==> src/rtl/ram_arb_pkg.sv <==
`default_nettype none
// ============================================================================
//  Module   : ram_arb_pkg
//  Purpose  : Shared definitions for the RAM arbiter slice: FSM state
//             encoding, requester IDs and default bus widths.
//  Contents : arb_state_t  - IDLE / ACCESS / CAPTURE / RESP
//             REQ_*        - requester IDs, also used as the grant code
//             *_W_DEF      - default address / data widths
//  Revision : 1.0 - initial release
// ============================================================================
package ram_arb_pkg;

    localparam int ADDR_W_DEF = 16;
    localparam int DATA_W_DEF = 8;

    // Requester IDs double as bit positions in the packed request vector
    // {s5, s3, s12} and as the value driven on the grant debug output.
    localparam logic [1:0] REQ_S12  = 2'd0;
    localparam logic [1:0] REQ_S3   = 2'd1;
    localparam logic [1:0] REQ_S5   = 2'd2;
    localparam logic [1:0] REQ_NONE = 2'd3;

    typedef enum logic [1:0] {
        IDLE    = 2'd0,
        ACCESS  = 2'd1,
        CAPTURE = 2'd2,
        RESP    = 2'd3
    } arb_state_t;

endpackage : ram_arb_pkg
`default_nettype wire

==> src/rtl/ram_arbiter_if.sv <==
`default_nettype none
// ============================================================================
//  Module   : ram_arbiter_if
//  Purpose  : Bundles the three requester handshakes and the RAM-side bus
//             of the arbiter.
//  Modports : slave  - arbiter view (reqs in, readies/rdata/RAM controls out)
//             master - pipeline/RAM environment view
//  Signals  : s12_*/s3_* read ports, s5_* write port, ram_* RAM bus,
//             grant debug owner code
//  Revision : 1.0 - initial release
// ============================================================================
interface ram_arbiter_if
    import ram_arb_pkg::*;
#(
    parameter int ADDR_W = ADDR_W_DEF,
    parameter int DATA_W = DATA_W_DEF
);
    logic              s12_req;
    logic [ADDR_W-1:0] s12_addr;
    logic              s12_ready;
    logic [DATA_W-1:0] s12_rdata;

    logic              s3_req;
    logic [ADDR_W-1:0] s3_addr;
    logic              s3_ready;
    logic [DATA_W-1:0] s3_rdata;

    logic              s5_req;
    logic [ADDR_W-1:0] s5_addr;
    logic [DATA_W-1:0] s5_wdata;
    logic              s5_ready;

    logic              ram_write_enable;
    logic [ADDR_W-1:0] ram_address;
    logic [DATA_W-1:0] ram_data_in;
    logic [DATA_W-1:0] ram_data_out;

    logic [1:0]        grant;

    modport slave (
        input  s12_req, s12_addr, s3_req, s3_addr,
        input  s5_req, s5_addr, s5_wdata, ram_data_out,
        output s12_ready, s12_rdata, s3_ready, s3_rdata, s5_ready,
        output ram_write_enable, ram_address, ram_data_in, grant
    );

    modport master (
        output s12_req, s12_addr, s3_req, s3_addr,
        output s5_req, s5_addr, s5_wdata, ram_data_out,
        input  s12_ready, s12_rdata, s3_ready, s3_rdata, s5_ready,
        input  ram_write_enable, ram_address, ram_data_in, grant
    );

endinterface : ram_arbiter_if
`default_nettype wire

==> src/rtl/ram_arb_pick.sv <==
`default_nettype none
// ============================================================================
//  Module   : ram_arb_pick
//  Purpose  : Combinational winner selection among the three requesters.
//  Ports    : i_req    [2:0] request bits, index = requester ID
//             i_last   [1:0] last granted requester (RR pointer)
//             o_winner [1:0] winning requester ID, REQ_NONE if no request
//  Config   : RAM_ARBITER_RR_EN defined   -> round robin starting after
//                                            i_last, order s12 -> s3 -> s5
//             RAM_ARBITER_RR_EN undefined -> fixed priority s3 > s12 > s5,
//                                            i_last ignored
//  Revision : 1.0 - initial release
// ============================================================================
module ram_arb_pick
    import ram_arb_pkg::*;
(
    input  wire logic [2:0] i_req,
    input  wire logic [1:0] i_last,
    output logic      [1:0] o_winner
);

`ifdef RAM_ARBITER_RR_EN
    always_comb begin
        o_winner = REQ_NONE;
        case (i_last)
            REQ_S12: begin
                if      (i_req[REQ_S3])  o_winner = REQ_S3;
                else if (i_req[REQ_S5])  o_winner = REQ_S5;
                else if (i_req[REQ_S12]) o_winner = REQ_S12;
            end
            REQ_S3: begin
                if      (i_req[REQ_S5])  o_winner = REQ_S5;
                else if (i_req[REQ_S12]) o_winner = REQ_S12;
                else if (i_req[REQ_S3])  o_winner = REQ_S3;
            end
            // REQ_S5 and the unused code 3 both restart the search at s12.
            default: begin
                if      (i_req[REQ_S12]) o_winner = REQ_S12;
                else if (i_req[REQ_S3])  o_winner = REQ_S3;
                else if (i_req[REQ_S5])  o_winner = REQ_S5;
            end
        endcase
    end
`else
    // The pointer has no meaning under fixed priority.
    logic w_unused_last;
    assign w_unused_last = ^i_last;

    always_comb begin
        o_winner = REQ_NONE;
        if      (i_req[REQ_S3])  o_winner = REQ_S3;
        else if (i_req[REQ_S12]) o_winner = REQ_S12;
        else if (i_req[REQ_S5])  o_winner = REQ_S5;
    end
`endif

endmodule : ram_arb_pick
`default_nettype wire

==> src/rtl/ram_arbiter.sv <==
`default_nettype none
// ============================================================================
//  Module   : ram_arbiter
//  Purpose  : Shares one synchronous single-port RAM between the stage12
//             (read), stage3 (read) and stage5 (write) requesters using a
//             fixed 4-cycle IDLE -> ACCESS -> CAPTURE -> RESP handshake.
//  Ports    : ram_clk - clock, all logic on the rising edge
//             rst     - synchronous active-high reset
//             bus     - ram_arbiter_if.slave: requester req/addr/ready/rdata,
//                       s5 write data, RAM address/we/data, grant debug
//  Config   : RAM_ARBITER_RR_EN - round-robin arbitration with a last-grant
//             pointer; default build is fixed priority s3 > s12 > s5
//  Revision : 1.0 - initial release
// ============================================================================
module ram_arbiter
    import ram_arb_pkg::*;
#(
    parameter int ADDR_W = ADDR_W_DEF,
    parameter int DATA_W = DATA_W_DEF
) (
    input  wire logic     ram_clk,
    input  wire logic     rst,
    ram_arbiter_if.slave  bus
);

    arb_state_t        r_state;
    logic [1:0]        r_grant;
    logic              r_s12_ready;
    logic              r_s3_ready;
    logic              r_s5_ready;
    logic [DATA_W-1:0] r_s12_rdata;
    logic [DATA_W-1:0] r_s3_rdata;
    logic              r_ram_write_enable;
    logic [ADDR_W-1:0] r_ram_address;
    logic [DATA_W-1:0] r_ram_data_in;

    logic [2:0]        w_req;
    logic [1:0]        w_last;
    logic [1:0]        w_winner;

    assign w_req = {bus.s5_req, bus.s3_req, bus.s12_req};

`ifdef RAM_ARBITER_RR_EN
    logic [1:0] r_last;
    assign w_last = r_last;
`else
    assign w_last = REQ_S5;
`endif

    ram_arb_pick u_pick (
        .i_req    (w_req),
        .i_last   (w_last),
        .o_winner (w_winner)
    );

    always_ff @(posedge ram_clk) begin
        if (rst) begin
            r_state            <= IDLE;
            r_grant            <= REQ_NONE;
            r_s12_ready        <= 1'b0;
            r_s3_ready         <= 1'b0;
            r_s5_ready         <= 1'b0;
            r_s12_rdata        <= '0;
            r_s3_rdata         <= '0;
            r_ram_write_enable <= 1'b0;
            r_ram_address      <= '0;
            r_ram_data_in      <= '0;
`ifdef RAM_ARBITER_RR_EN
            r_last             <= REQ_S5;
`endif
        end else begin
            case (r_state)
                IDLE: begin
                    if (|w_req) begin
                        // Address and write data are captured here, so the
                        // requester may change them freely after the grant.
                        r_grant            <= w_winner;
                        r_state            <= ACCESS;
                        r_ram_write_enable <= (w_winner == REQ_S5);
`ifdef RAM_ARBITER_RR_EN
                        r_last             <= w_winner;
`endif
                        case (w_winner)
                            REQ_S12: r_ram_address <= bus.s12_addr;
                            REQ_S3:  r_ram_address <= bus.s3_addr;
                            REQ_S5: begin
                                r_ram_address <= bus.s5_addr;
                                r_ram_data_in <= bus.s5_wdata;
                            end
                            default: ;
                        endcase
                    end else begin
                        r_grant <= REQ_NONE;
                    end
                end

                ACCESS: begin
                    // The RAM samples address/we on the edge that ends this
                    // cycle, so write enable is high for exactly one cycle.
                    r_ram_write_enable <= 1'b0;
                    r_state            <= CAPTURE;
                end

                CAPTURE: begin
                    case (r_grant)
                        REQ_S12: begin
                            r_s12_rdata <= bus.ram_data_out;
                            r_s12_ready <= 1'b1;
                        end
                        REQ_S3: begin
                            r_s3_rdata <= bus.ram_data_out;
                            r_s3_ready <= 1'b1;
                        end
                        REQ_S5:  r_s5_ready <= 1'b1;
                        default: ;
                    endcase
                    r_state <= RESP;
                end

                RESP: begin
                    // Requests are not sampled here; this gives the served
                    // port one edge to drop its req before IDLE looks again.
                    r_s12_ready <= 1'b0;
                    r_s3_ready  <= 1'b0;
                    r_s5_ready  <= 1'b0;
                    r_grant     <= REQ_NONE;
                    r_state     <= IDLE;
                end

                default: r_state <= IDLE;
            endcase
        end
    end

    assign bus.grant            = r_grant;
    assign bus.s12_ready        = r_s12_ready;
    assign bus.s12_rdata        = r_s12_rdata;
    assign bus.s3_ready         = r_s3_ready;
    assign bus.s3_rdata         = r_s3_rdata;
    assign bus.s5_ready         = r_s5_ready;
    assign bus.ram_write_enable = r_ram_write_enable;
    assign bus.ram_address      = r_ram_address;
    assign bus.ram_data_in      = r_ram_data_in;

endmodule : ram_arbiter
`default_nettype wire

==> src/flat_wrapper.sv <==
// flat-port wrapper written by rule: the top's interface ports become plain ports
module ram_arbiter_flat import ram_arb_pkg::*;
#(
    parameter int ADDR_W = ADDR_W_DEF,
    parameter int DATA_W = DATA_W_DEF
)
  (ram_clk, rst, bus_s12_req, bus_s12_addr, bus_s3_req, bus_s3_addr, bus_s5_req, bus_s5_addr, bus_s5_wdata, bus_ram_data_out, bus_s12_ready, bus_s12_rdata, bus_s3_ready, bus_s3_rdata, bus_s5_ready, bus_ram_write_enable, bus_ram_address, bus_ram_data_in, bus_grant);
  ram_arbiter_if #(.ADDR_W(ADDR_W), .DATA_W(DATA_W)) bus_i ();
  input  wire logic ram_clk;
  input  wire logic rst;
  input wire logic [$bits(bus_i.s12_req)-1:0] bus_s12_req;
  input wire logic [$bits(bus_i.s12_addr)-1:0] bus_s12_addr;
  input wire logic [$bits(bus_i.s3_req)-1:0] bus_s3_req;
  input wire logic [$bits(bus_i.s3_addr)-1:0] bus_s3_addr;
  input wire logic [$bits(bus_i.s5_req)-1:0] bus_s5_req;
  input wire logic [$bits(bus_i.s5_addr)-1:0] bus_s5_addr;
  input wire logic [$bits(bus_i.s5_wdata)-1:0] bus_s5_wdata;
  input wire logic [$bits(bus_i.ram_data_out)-1:0] bus_ram_data_out;
  output wire logic [$bits(bus_i.s12_ready)-1:0] bus_s12_ready;
  output wire logic [$bits(bus_i.s12_rdata)-1:0] bus_s12_rdata;
  output wire logic [$bits(bus_i.s3_ready)-1:0] bus_s3_ready;
  output wire logic [$bits(bus_i.s3_rdata)-1:0] bus_s3_rdata;
  output wire logic [$bits(bus_i.s5_ready)-1:0] bus_s5_ready;
  output wire logic [$bits(bus_i.ram_write_enable)-1:0] bus_ram_write_enable;
  output wire logic [$bits(bus_i.ram_address)-1:0] bus_ram_address;
  output wire logic [$bits(bus_i.ram_data_in)-1:0] bus_ram_data_in;
  output wire logic [$bits(bus_i.grant)-1:0] bus_grant;
  assign bus_i.s12_req = bus_s12_req;
  assign bus_i.s12_addr = bus_s12_addr;
  assign bus_i.s3_req = bus_s3_req;
  assign bus_i.s3_addr = bus_s3_addr;
  assign bus_i.s5_req = bus_s5_req;
  assign bus_i.s5_addr = bus_s5_addr;
  assign bus_i.s5_wdata = bus_s5_wdata;
  assign bus_i.ram_data_out = bus_ram_data_out;
  assign bus_s12_ready = bus_i.s12_ready;
  assign bus_s12_rdata = bus_i.s12_rdata;
  assign bus_s3_ready = bus_i.s3_ready;
  assign bus_s3_rdata = bus_i.s3_rdata;
  assign bus_s5_ready = bus_i.s5_ready;
  assign bus_ram_write_enable = bus_i.ram_write_enable;
  assign bus_ram_address = bus_i.ram_address;
  assign bus_ram_data_in = bus_i.ram_data_in;
  assign bus_grant = bus_i.grant;
  ram_arbiter #(.ADDR_W(ADDR_W), .DATA_W(DATA_W)) u_core (.ram_clk(ram_clk), .rst(rst), .bus(bus_i));
endmodule
==> config.mk <==
export PLATFORM = sky130hd
export DESIGN_NAME = ram_arbiter_flat
export DESIGN_NICKNAME = d
export VERILOG_FILES = /design/src/rtl/ram_arb_pkg.sv /design/src/rtl/ram_arbiter_if.sv /design/src/rtl/ram_arb_pick.sv /design/src/rtl/ram_arbiter.sv /design/src/flat_wrapper.sv
export SDC_FILE = /design/constraint.sdc
export NUM_CORES = 1
export LEC_CHECK = 0
export ABC_AREA = 1
export CORE_MARGIN = 4
export CORE_UTILIZATION = 35
export CTS_CLUSTER_DIAMETER = 60
export DETAILED_ROUTE_END_ITERATION = 8
export PLACE_DENSITY = 0.7
export SLEW_MARGIN = 10
export SYNTH_ARGS = -nofsm -noshare
export SYNTH_HDL_FRONTEND = slang
export SYNTH_SLANG_ARGS = --single-unit
==> constraint.sdc <==
create_clock -name ram_clk -period 2 [get_ports ram_clk]
set_input_delay 0.6 -clock ram_clk [delete_from_list [all_inputs] [get_ports ram_clk]]
set_output_delay 0.6 -clock ram_clk [all_outputs]
set_load 0.1 [all_outputs]
==> results of run 1 <==
==> sequential cells by signal, summed over array words and instances, names as in the netlist, 2 cells and up <==
register and cells:
u_core.r_state 2, u_core.bus.s12_rdata 8, u_core.bus.ram_address 16, u_core.bus.s3_rdata 8, u_core.bus.ram_data_in 8, u_core.bus.grant 2
==> placed cells by master (no fill, tap or decap), drive strengths merged <==
cell type and count:
nand2 151, nor2 77, clkdlybuf4s50 68, buf 58, dfxtp 48, inv 32
o21ai 24, nand3 13, a21oi 11, ha 8, clkbuf 7, clkinv 1
o211ai 1, bufinv 1
==> per-stage QoR <==
stage	setup TNS, ns	hold WS (ns)	area [um2]	util, %
CTS	0	0.504	4290	63.2
floorplan	0	0.497	2440	-
detailed placement	-6.71	0.491	4170	61.3
finish	0	0.495	4360	64.2
global route	-0.611	0.526	4360	64.2
global placement	-6.18	0.473	4170	61.3
==> logic make-up after synthesis <==
group / after synthesis
compound gates: 36
flops: 48
buf+inv: 50
simple gates: 239
fa+ha+maj: 8
==> final timing paths <==
| path | start | to | slack, ns | cells past startpoint |
|---|---|---|---|---|
| worst max-delay path | bus_s12_req | u_core.bus.ram_address[4]$_SDFFE_PP0P_ | 0.08 | 11 |
| worst min register to register | u_core.bus.s5_ready$_SDFFE_PP0P_ | u_core.bus.s5_ready$_SDFFE_PP0P_ | 0.50 | 2 |
| worst min-delay path | u_core.bus.s5_ready$_SDFFE_PP0P_ | u_core.bus.s5_ready$_SDFFE_PP0P_ | 0.50 | 2 |
| worst max register to register | u_core.r_state[0]$_SDFFE_PP0P_ | u_core.bus.s12_rdata[2]$_SDFFE_PP0P_ | 0.33 | 6 |
==> critical path, delay by kind of cell <==
| kind | cells | cell delay [ns] |
|---|---|---|
| buffers and inverters | 3 | 0.73 |
| adder cells (fa/ha/maj) | 1 | 0.23 |
| AND/OR/NAND/NOR | 7 | 0.61 |
==> layer usage <==
| metal | routed length (um) | vias to the layer above | part of all wire (%) |
|---|---|---|---|
| met3 | 519 | 5 | 7.6 |
| met2 | 3220 | 89 | 47 |
| met5 | 0 | - | 0 |
| li1 | - | 1386 | - |
| met4 | 72 | 0 | 1.1 |
| met1 | 3000 | 1118 | 44 |
==> where the power goes <==
group | internal [uW] | switching, uW
logic | 1080 | 1860
clock network | 441 | 325
registers | 1140 | 198
total | 2660 | 2380
==> repair_timing <==
| action | in CTS | in global routing |
|---|---|---|
| buffers inserted | 0 | 2 |
| gates resized for setup | 0 | 4 |
| endpoints found under the setup margin | 0 | 24 |
| endpoints found under the hold margin | 0 | 0 |
==> final cells by class <==
cell class                      instances  area [um2]  area share, %
Timing Repair Buffer                  126        1740           39.9
Multi-Input combinational cell        285        1290           29.5
Sequential cell                        48         961           22.0
Inverter                               33         126           2.90
Tap cell                               96         120           2.75
Clock buffer                            7        96.3           2.21
Clock inverter                          1        30.0          0.688
==> summary.md, run 1 <==
| Metric | Value |
|---|---|
| Synth Instances | `381` |
| Hold Fails Final Rpt | `0` |
| Critical path data arrival time | `2.17 ns` |
| CP most frequent cell | `nor2_1` |
| Final worst slack | `0.0832 ns` |
| Crit share post-route | `95.8%` |
| Most Crowded Layer GR | `met2` |
| Total CTS buffers | `5` |
| Largest net degree at the start of global routing | `37` |
| Startpoint Class | `primary input` |
| GP Congestion | `0.846` |
| Leakage power | `0.00197 uW` |
| Root Driver | `clkbuf_8` |
| Unique masters post-synth | `21` |
| Final #Nets | `around 580` |
| RSZ-0062 raised after global routing | `true` |
| Post-synth EDFFs | `0` |
| Mux contribution to synthesized area | `0%` |
| I/O pin count | `115` |
| Row cnt | `30` |
| Hold bufs inserted after CTS | `0` |
| Bufs on Longest Clock Path | `2` |
| Die H | `91.5 um` |
| HPWL Detailed | `5320 um` |
| Yosys top cell by area | `dfxtp_1` |
| Placed cells | `584` |
| Async SR Flop Fraction | `0%` |
| CTS clk-pin slew, worst paths | `0.09 ns` |
| Vias | `around 2,600` |
| Port Buf Inserts | `114` |
| Post-Layout Cell Count | `about 600` |
| # diodes | `0` |
| Xor and xnor fraction of the mapped netlist area | `0%` |
| Final wirelength | `6800 um` |
| Drt via density | `4.36` |
| Total track usage | `15.9%` |
| Yosys top cell area share | `39.4%` |
| Clock Latency Late Sink | `approximately 0.30 ns` |
| Maximum fanout along the worst path | `8` |
| Most frequent cells after synthesis | `138 x nand2_1, 75 x nor2_1, 48 x dfxtp_1` |
| DR WL/cell | `11.4 um` |
| Overflow after GRT | `0` |
| Vias in the first global route | `2,466` |
| M2 GR Usage | `27.0%` |
| Starting Density | `between 30% and 40%` |
| HP Class | `flip-flop to flip-flop` |
| Pwr dens | `roughly 1200 nW/um2` |
| DP Worst Slack | `-0.304 ns` |
| # fillers | `approximately 600` |
| Synth top area cells | `dfxtp_1 39%, nand2_1 21%, nor2_1 12%` |
| Final Max Slew Viols | `0` |
| Most numerous cell in the Yosys netlist | `nand2_1` |
| First-pass GRT wire length | `10,900 um` |
| Final min period | `1.92 ns` |
| Post-Synth Adder-Cell Area | `under 10%` |
| Synth-to-Final Area Change | `78.8%` |
| Antenna Nets Post-Route | `0` |
| FF+latch count, synth | `48` |
| H-tree lvl count | `2` |
| Die Width | `about 90 um` |
| Simple-Gate Fraction of Synth Area | `just under 40%` |
| Post-synth net total | `458` |
| Core Box Area | `approximately 6800 um2` |
| Status | `finished, final reports clean` |
| Cell Area, Synth | `2440 um2` |
| Max Clk Rate | `522 MHz` |
| Met3 usage | `between 5 and 6%` |
| Tot Pwr | `5040 uW` |
| Clock sinks | `48` |
| Worst path max stage delay | `roughly 0.5 ns` |
| Syn_area_per_cell | `around 6.4 um2` |
| Residual DRC | `0` |
| Slowest CP cell | `clkdlybuf4s50_1` |
| Setup violators final | `0` |
| Share of layout cells above drive strength 1 | `17.4%` |
| Sequential element share of the synthesized area | `approximately two fifths` |
| Initial antenna violation count | `0` |
| CP Class | `primary input to flip-flop` |
| Met1 Resource Use GR | `about a fifth` |
| TritonRoute pass-1 iters | `4` |
| Crit path required time | `2.25 ns` |
| TritonCTS clock tree | `built` |
| Worst-margin pin slew | `0.367 ns` |
| Total die area | `8380 um2` |
| Number of max-cap violations | `0` |
| Yosys warnings | `0` |
| Worst-path cell chain | `clkdlybuf4s50_1 > nor2_2 > nor2_1 > inv_1 > ha_1 > nor2_4 > buf_12 > nand2_4 > nand2_2 > nand2_1 > nor2_1` |
| Initial drt markers | `between 100 and 150` |
| Complex-gate fraction of the synthesized area | `7.48%` |
| Post-route clock skew | `0.00673 ns` |
| Rel. slew slack | `about three quarters` |
| Worst IR drop on VDD | `569 uV` |
| Top_reg_cell synth | `dfxtp_1` |
| Largest family of logic cells by synthesized area | `simple AND/OR/NAND/NOR gates` |
| Critical Path End Type | `flip-flop` |
(Power assumes the default switching activity.)
==> run 2: changes to the inputs <==
Settings changed: ABC_AREA 1 to not set, CTS_BUF_LIST set to sky130_fd_sc_hd__clkbuf_8, PLACE_DENSITY 0.7 to 0.73.
==> summary.md, run 2 <==
| Metric | Value |
|---|---|
| Port Buf Inserts | `114` |
| HP Class | `flip-flop to flip-flop` |
| Setup violators final | `0` |
| Crit path required time | `2.18 ns` |
| Die H | `roughly 86 um` |
| Final min period | `around 1.9 ns` |
| Vias in the first global route | `2,248` |
| HPWL Detailed | `about 5300 um` |
| Met3 usage | `under 10%` |
| # diodes | `0` |
| Residual DRC | `0` |
| R2R Path End | `u_core.bus.s12_rdata[4]$_SDFFE_PP0P_` |
| Post-synth net total | `between 300 and 400` |
| Crit path capture | `u_core.bus.ram_address[14]$_SDFFE_PP0P_` |
| Root Driver | `clkbuf_8` |
| Clock sinks | `48` |
| Total track usage | `about 18%` |
| Post-Synth Adder-Cell Area | `4.66%` |
| Met1 Resource Use GR | `21.9%` |
| Sequential element share of the synthesized area | `44.8%` |
| Worst R2R Path Depth | `6` |
| First-pass GRT wire length | `11,000 um` |
| RSZ-0062 raised after global routing | `false` |
| Synth top area cells | `dfxtp_1 45%, mux2i_1 7.9%, a22o_1 6.5%` |
| Most Crowded Layer GR | `met2` |
| Final #Nets | `436` |
| Overflow after GRT | `0` |
| Hold Fails Final Rpt | `0` |
| FF+latch count, synth | `48` |
| Drt via density | `5.11` |
| Final wirelength | `approximately 6900 um` |
| Core Box Area | `5920 um2` |
| Final Max Slew Viols | `0` |
| Post-route clock skew | `0.00753 ns` |
| Mux contribution to synthesized area | `7.93%` |
| CP startpoint | `bus_s3_req` |
| Most frequent cells after synthesis | `48 x dfxtp_1, 33 x nand2_1, 22 x nor2_1` |
| Slowest CP cell | `or3_4` |
| Critical Path End Type | `flip-flop` |
| Vias | `2,213` |
| Worst-margin pin slew | `0.621 ns` |
| Number of max-cap violations | `0` |
| Pwr dens | `917 nW/um2` |
| Largest family of logic cells by synthesized area | `compound AO/OA/AOI/OAI gates` |
| TritonCTS clock tree | `built` |
| CTS clk-pin slew, worst paths | `0.08 ns` |
| R2R Path Start | `u_core.r_state[0]$_SDFFE_PP0P_` |
| Initial antenna violation count | `0` |
| Crit share post-route | `95.6%` |
| GP Congestion | `0.844` |
| Complex-gate fraction of the synthesized area | `23.0%` |
| Max FFs per register | `16` |
| Hold Path Stages | `2` |
| Xor and xnor fraction of the mapped netlist area | `0%` |
| Leakage power | `0.00166 uW` |
| M2 GR Usage | `31.5%` |
| Status | `finished, final reports clean` |
| Critical path data arrival time | `2.10 ns` |
| TritonRoute pass-1 iters | `4` |
| Final hold slack | `0.497 ns` |
| Bufs on Longest Clock Path | `2` |
| Async SR Flop Fraction | `0%` |
| Worst IR drop on VDD | `612 uV` |
| Total die area | `7450 um2` |
| Maximum fanout along the worst path | `16` |
| Total CTS buffers | `5` |
| Most numerous cell in the Yosys netlist | `dfxtp_1` |
| H-tree lvl count | `2` |
| Antenna Nets Post-Route | `0` |
| Simple-Gate Fraction of Synth Area | `14.5%` |
| Yosys top cell by area | `dfxtp_1` |
| Die Width | `86.3 um` |
| # fillers | `~440` |
| Clock Latency Late Sink | `0.29 ns` |
| Tot Pwr | `3790 uW` |
| Reg2Reg Setup Slack | `0.40 ns` |
| DR WL/cell | `16.0 um` |
| Commonest non-fill, non-tap cell in the layout | `clkdlybuf4s50_1` |
| Row cnt | `28` |
| Most frequent cells in the layout | `65 x clkdlybuf4s50_1, 50 x buf_12, 48 x dfxtp_1` |
| Synth Instances | `234` |
| Startpoint Class | `primary input` |
| Hold bufs inserted after CTS | `0` |
| Yosys warnings | `0` |
| Starting Density | `between 30% and 40%` |
| Max Clk Rate | `523 MHz` |
| Unique masters post-synth | `31` |
| CP Class | `primary input to flip-flop` |
| Syn_area_per_cell | `9.18 um2` |
| I/O pin count | `115` |
| Yosys top cell area share | `about 45%` |
| Worst path max stage delay | `0.41 ns` |
| Initial drt markers | `54` |
| Cell Area, Synth | `between 2000 and 2500 um2` |
| Synth-to-Final Area Change | `92.5%` |
| Worst-path cell chain | `dlygate4sd2_1 > buf_4 > or3_4 > and4b_1 > buf_12 > a22o_1` |
| Top_reg_cell synth | `dfxtp_1` |
| Largest net degree at the start of global routing | `33` |
| Rel. slew slack | `58.5%` |
| Share of layout cells above drive strength 1 | `23.7%` |
| Post-synth EDFFs | `0` |
run 2: timing repair:
action	in CTS	in global routing
setup buffers	3	0
resized for setup	5	10
pin swaps	2	4
gates cloned	0	1
setup endpoints to repair	24	25
hold endpoints to repair	0	0
run 2: how the worst min path moves through the flow:
stage	start	to	slack (ns)
after floorplan	u_core.r_state[1]$_SDFFE_PP0P_	u_core.r_state[1]$_SDFFE_PP0P_	0.52
after global placement	u_core.bus.ram_data_in[3]$_SDFFE_PP0P_	u_core.bus.ram_data_in[3]$_SDFFE_PP0P_	0.48
after detailed placement	u_core.bus.ram_data_in[7]$_SDFFE_PP0P_	u_core.bus.ram_data_in[7]$_SDFFE_PP0P_	0.49
after CTS	u_core.bus.ram_data_in[7]$_SDFFE_PP0P_	u_core.bus.ram_data_in[7]$_SDFFE_PP0P_	0.50
after global routing	u_core.bus.ram_data_in[4]$_SDFFE_PP0P_	u_core.bus.ram_data_in[4]$_SDFFE_PP0P_	0.52
final	u_core.bus.ram_data_in[7]$_SDFFE_PP0P_	u_core.bus.ram_data_in[7]$_SDFFE_PP0P_	0.50
run 2: report_power, final:
group	total [uW]	switching (uW)	leakage [uW]	internal (uW)
Sequential	1220	146	0.000390	1070
Clock	659	300	0.0000501	359
Combinational	1910	1120	0.00122	796
Total	3790	1560	0.00166	2230
run 2: kinds of logic (layout without fill, tap and decap cells):
family | after synthesis | count (layout)
AOI/OAI and AO/OA | 69 | 69
buffers and inverters | 23 | 147
muxes | 17 | 17
adders and majority gates | 8 | 8
DFF | 48 | 48
and+or+nand+nor | 69 | 69
run 2: layout make-up:
class	instances	area [um2]	share of cell area, %
clock inverters	1	30.0	0.727
flip-flops and latches	48	961	23.3
repair buffers	135	1840	44.5
multi-input cells	163	1120	27.1
well taps	75	93.8	2.27
clock buffers	5	68.8	1.67
inverters	6	22.5	0.545
run 2: worst max-delay path, delay by kind of cell:
family	cells	cell delay (ns)
AO/OA/AOI/OAI	1	0.20
buffers and inverters	3	0.63
AND/OR/NAND/NOR	2	0.66
run 2: metal layers:
metal	part of all wire [%]	vias up	wire length (um)
met5	0	-	0
met4	0.54	0	37
met3	12	5	796
met2	48	106	3320
met1	40	1030	2760
li1	-	1072	-
run 2: stage by stage:
step,setup slack [ns],cells,cell area [um2],setup TNS [ns],util [%]
after floorplan,0.0211,234,2150,0,-
after detailed placement,-0.428,423,3930,-9.76,66.3
after global routing,0.0614,433,4130,0,69.8
after global placement,-0.382,423,3930,-8.20,66.3
final,0.0872,433,4130,0,69.8
after CTS,0.00664,432,4070,0,68.7
==> run 3: changes to the inputs <==
Settings changed: TNS_END_PERCENT set to 1.
==> results of run 3 <==
The final DEF is identical to that of run 2; final timing and power are the same.
